--- src/rtl/gray_decode_arbiter_pkg.sv ---
// gray_decode_arbiter_pkg: shared defaults, channel-index width and legal Gray step deltas
package gray_decode_arbiter_pkg;

    localparam int DEF_WIDTH = 4;
    localparam int DEF_NCH   = 4;

    // A channel may hold, count up by one or count down by one (modulo 2^WIDTH)
    localparam int STEP_HOLD = 0;
    localparam int STEP_UP   = 1;
    localparam int STEP_DOWN = -1;

    function automatic int chan_w(input int n);
        return (n > 1) ? $clog2(n) : 1;
    endfunction

endpackage

--- src/rtl/gray_decode_arbiter_core.sv ---
// gray2bin_core: combinational Gray-to-binary conversion
module gray2bin_core
    import gray_decode_arbiter_pkg::*;
#(
    parameter int WIDTH = DEF_WIDTH
) (
    input  logic [WIDTH-1:0] i_gray,
    output logic [WIDTH-1:0] o_bin
);

    // Each binary bit is the XOR of the Gray bits at and above it
    for (genvar g = 0; g < WIDTH; g++) begin : g_bit
        assign o_bin[g] = ^(i_gray >> g);
    end

endmodule

--- src/rtl/gray_decode_arbiter.sv ---
// gray_decode_arbiter: round-robin grant of Gray samples, conversion to binary and per-channel step checking
module gray_decode_arbiter
    import gray_decode_arbiter_pkg::*;
#(
    parameter int WIDTH = DEF_WIDTH,
    parameter int NCH   = DEF_NCH,
    localparam int CW   = chan_w(NCH)
) (
    input  logic               clk,
    input  logic               rst,
    input  logic [NCH-1:0]     req_valid,
    input  logic [NCH*WIDTH-1:0] req_gray,
    output logic [NCH-1:0]     req_ready,
    output logic               out_valid,
    input  logic               out_ready,
    output logic [WIDTH-1:0]   binary_no,
    output logic [CW-1:0]      out_chan,
    output logic               out_first,
    output logic               out_step_err
);

    logic [CW-1:0]    r_ptr;
    logic             r_valid;
    logic [WIDTH-1:0] r_bin;
    logic [CW-1:0]    r_chan;
    logic             r_first;
    logic             r_err;
    logic [WIDTH-1:0] r_last [NCH];
    logic [NCH-1:0]   r_seen;

    logic             w_free;
    logic             w_any;
    logic             w_fire;
    logic [CW-1:0]    w_idx;
    logic [CW-1:0]    w_gnt_idx;
    logic [WIDTH-1:0] w_gray_arr [NCH];
    logic [WIDTH-1:0] w_sel_gray;
    logic [WIDTH-1:0] w_bin;
    logic [WIDTH-1:0] w_delta;
    logic             w_step_err;

    for (genvar g = 0; g < NCH; g++) begin : g_unpack
        assign w_gray_arr[g] = req_gray[g*WIDTH +: WIDTH];
    end

    assign w_free = !r_valid || out_ready;

    // Round-robin search: first valid channel at or above the pointer, wrapping
    always_comb begin
        w_any     = 1'b0;
        w_gnt_idx = '0;
        w_idx     = '0;
        for (int i = 0; i < NCH; i++) begin
            w_idx = r_ptr + CW'(i);
            if (!w_any && req_valid[w_idx]) begin
                w_any     = 1'b1;
                w_gnt_idx = w_idx;
            end
        end
    end

    assign req_ready  = (w_free && w_any && !rst) ? (NCH'(1) << w_gnt_idx) : '0;
    assign w_fire     = |(req_valid & req_ready);
    assign w_sel_gray = w_gray_arr[w_gnt_idx];

    gray2bin_core #(.WIDTH(WIDTH)) u_core (
        .i_gray (w_sel_gray),
        .o_bin  (w_bin)
    );

    assign w_delta    = w_bin - r_last[w_gnt_idx];
    assign w_step_err = r_seen[w_gnt_idx] && !(w_delta == WIDTH'(STEP_HOLD) ||
                        w_delta == WIDTH'(STEP_UP) || w_delta == WIDTH'(STEP_DOWN));

    // Output register, pointer advance and per-channel history update on each accepted sample
    always_ff @(posedge clk or posedge rst) begin
        if (rst) begin
            r_ptr   <= '0;
            r_valid <= 1'b0;
            r_bin   <= '0;
            r_chan  <= '0;
            r_first <= 1'b0;
            r_err   <= 1'b0;
            r_seen  <= '0;
            for (int i = 0; i < NCH; i++) r_last[i] <= '0;
        end else if (w_fire) begin
            r_ptr              <= w_gnt_idx + CW'(1);
            r_valid            <= 1'b1;
            r_bin              <= w_bin;
            r_chan             <= w_gnt_idx;
            r_first            <= !r_seen[w_gnt_idx];
            r_err              <= w_step_err;
            r_last[w_gnt_idx]  <= w_bin;
            r_seen[w_gnt_idx]  <= 1'b1;
        end else if (out_ready) begin
            r_valid <= 1'b0;
        end
    end

    assign out_valid    = r_valid;
    assign binary_no    = r_bin;
    assign out_chan     = r_chan;
    assign out_first    = r_first;
    assign out_step_err = r_err;

endmodule
--- config.mk ---
export PLATFORM = sky130hd
export DESIGN_NAME = gray_decode_arbiter
export DESIGN_NICKNAME = d
export VERILOG_FILES = /design/src/rtl/gray_decode_arbiter_pkg.sv /design/src/rtl/gray_decode_arbiter_core.sv /design/src/rtl/gray_decode_arbiter.sv
export SDC_FILE = /design/constraint.sdc
export NUM_CORES = 1
export LEC_CHECK = 0
export BUFFER_PORTS_ARGS = -buffer_cell sky130_fd_sc_hd__buf_2
export CAP_MARGIN = 15
export CORE_ASPECT_RATIO = 1.2
export CORE_UTILIZATION = 55
export CTS_CLUSTER_DIAMETER = 40
export DETAILED_ROUTE_END_ITERATION = 7
export PLACE_DENSITY_LB_ADDON = 0.12
export SYNTH_ARGS = -nofsm -noshare
export SYNTH_HDL_FRONTEND = slang
export SYNTH_SLANG_ARGS = --single-unit
export TNS_END_PERCENT = 1
--- constraint.sdc ---
create_clock -name clk -period 4.8 [get_ports clk]
set_clock_uncertainty 0.05 [all_clocks]
set_input_delay 0.96 -clock clk [delete_from_list [all_inputs] [get_ports clk]]
set_output_delay 0.96 -clock clk [all_outputs]
set_load 0.01 [all_outputs]
==> flow_summary.json <==
{
  "drive_gt1_frac": 0.255,
  "track_usage": 0.265,
  "synth_nets": 246,
  "cts_hold_buf": 0,
  "tightestPinTransition_ps": 545,
  "utilization": 0.696,
  "status": "complete, no violations",
  "fin_crit_sh": 0.906,
  "io_pins": 36,
  "nNetsFinal": 289,
  "regArea_um2": 776,
  "synthCells": 215,
  "worstHoldPathType": "reg -> reg",
  "yosysMostFrequentCell": "nand2_1",
  "cts.sinks": 31,
  "fillers": 277,
  "end_kind": "flop",
  "htree_levels": 2,
  "grt_pass1_vias": 1591,
  "max_slew_margin": 0.634,
  "yosysUniqueCellTypes": 46,
  "cp.arrival_ps": 4530,
  "cp-start-kind": "input pin",
  "dpl.hpwl_um": 3180,
  "critical_path_class": "in -> reg",
  "routed_via_density": 5.62,
  "drc": 0,
  "period_minus_slack_ps": 4350,
  "yosys.area.top_type": "dfrtp_1",
  "fmax_ghz": 0.230,
  "clk_latency_ps": 340,
  "grt_overflow_total": 0,
  "clk_pin_slew_ps": 100,
  "cts_tree": "built",
  "gp_congestion": 0.867,
  "avgRoutedWirePerCell_um": 14.7,
  "finalHoldViolCount": 0,
  "syn_to_final_growth_pct": 16.4,
  "multiInputGateArea_mm2": 0.00105,
  "std_cell_rows": 22,
  "die_area_mm2": 0.00368,
  "p_per_area_mw_per_mm2": 691,
  "synth-seq-area-share": 0.410,
  "cp_data_required_time_ps": 4980,
  "netlist.area_leader.share": 0.410,
  "irDropWorstVdd_uv": 431,
  "synth_edf_count": 0,
  "leakage_nw": 1.11,
  "cts_buffers": 5,
  "cts_setup_buffers": 0,
  "critical_path.max_fanout": 13,
  "core_mm2": 0.00317,
  "clk_path_buf_depth": 2,
  "die_x_um": 55.6,
  "wirelength_um": 4340,
  "synth_common_cells": "nand2_1, dfrtp_1, o21ai_0",
  "ant_nets": 0,
  "ys.flop_type": "dfrtp_1",
  "hold_ws_ps": 427,
  "antenna_cells": 0,
  "final_max_slew_viol_count": 0,
  "antenna_found_initial": 0,
  "via_count": 1659,
  "first_pass_iters": 4,
  "grt_pass1_wl_um": 7450,
  "synth_area_mm2": 0.00189,
  "ys_async_sr_fraction": 1.00,
  "netlist_top_cells_area": "dfrtp_1, nand2_1, o21ai_0",
  "setup_viol": 0,
  "grt_max_degree": 29,
  "ys_ff_latch": 31,
  "cap_violations": 0,
  "die_y_um": 66.3,
  "syn_area_per_cell_um2": 8.80,
  "cts_resized": 0,
  "first_iter_violations": 86,
  "rsz0062_at_grt": "no",
  "port-buffer-count": 35,
  "yosys_warnings": 0,
  "initial_utilization": 0.598,
  "root_buffer": "clkbuf_4",
  "tns_ps": 0
}
==> stage by stage <==
stage | cell area, µm² | setup slack, ps | power (W) | std cells
floorplan | 1890 | 481 | 0.00112 | 215
global placement | 2130 | 236 | 0.00133 | 287
detailed placement | 2130 | 102 | 0.00135 | 287
CTS | 2200 | 450 | 0.00153 | 295
global route | 2200 | 180 | 0.00168 | 295
finish | 2200 | 453 | 0.00152 | 295
==> worst max-delay path, cell delays in order <==
cell	delay, ps
buf_2	120
nor2b_1	160
o21ba_1	220
a211oi_4	380
inv_2	60
buf_4	200
nand3_1	100
a211oi_1	100
or3_4	390
a21oi_2	350
or2_1	170
ha_1	140
inv_1	50
fa_1	380
xnor2_1	210
nand2b_1	100
a211o_1	230
a31oi_1	130
nor3_1	70
==> state kept, by name, indices dropped and copies added, names as in the netlist <==
| signal | flops |
|---|---|
| out_valid | 1 |
| r_last | 16 |
| out_step_err | 1 |
| r_ptr | 2 |
| out_chan | 2 |
| out_first | 1 |
| r_seen | 4 |
| binary_no | 4 |
==> layout by cell type (no fill, tap or decap), types with 6 or more instances in the layout <==
cell type and instances:
nand2b_1 6, buf_2 35, dfrtp_1 31, nand2_1 53
nand3_1 17, ha_1 7, inv_1 7, buf_4 7
o21ai_0 24
==> cells by family (layout without fill, tap and decap cells) <==
| kind of cell | after synthesis | count (layout) | synth area share |
|---|---|---|---|
| XOR/XNOR | 2 | 2 | 0.00925 |
| buffers and inverters | 15 | 59 | 0.0364 |
| multiplexers | 6 | 6 | 0.0324 |
| AND/OR/NAND/NOR | 100 | 100 | 0.252 |
| AO/OA/AOI/OAI | 53 | 53 | 0.203 |
| adder cells (fa/ha/maj) | 8 | 8 | 0.0568 |
| flip-flops | 31 | 31 | 0.410 |
==> per-layer routing <==
metal	GRT usage	up-vias	wire, µm
met2	0.462	48	2190
met4	0.0938	0	57
met5	0	-	0
met3	0.0470	8	200
li1	-	833	-
met1	0.332	770	1890
==> final timing paths <==
check | from | endpoint | slack (ps) | depth (start not counted)
worst max-delay path | req_valid[0] | out_step_err | 450 | 19
worst min register to register | r_seen[2] | r_seen[2] | 430 | 1
worst max register to register | r_ptr[0] | out_step_err | 830 | 18
max in group asynchronous | rst | r_last[0] | 3630 | 3
min in group asynchronous | rst | r_ptr[1] | 460 | 2
worst min-delay path | r_seen[2] | r_seen[2] | 430 | 1
==> power breakdown <==
group / switching [W] / leakage [nW] / internal (W)
combinational: 0.000516 / 0.694 / 0.000384
clock: 0.0000946 / 0.0375 / 0.0000855
sequential: 0.0000655 / 0.376 / 0.000378
==> area by class of cell <==
| class | count | share of cell area |
|---|---|---|
| multi-input cells | 169 | 0.476 |
| flip-flops and latches | 31 | 0.352 |
| repair buffers | 42 | 0.103 |
| clock buffers | 7 | 0.0295 |
| well taps | 36 | 0.0204 |
| inverters | 9 | 0.0153 |
| clock inverters | 1 | 0.00341 |
Power figures use the tool's default switching activity.
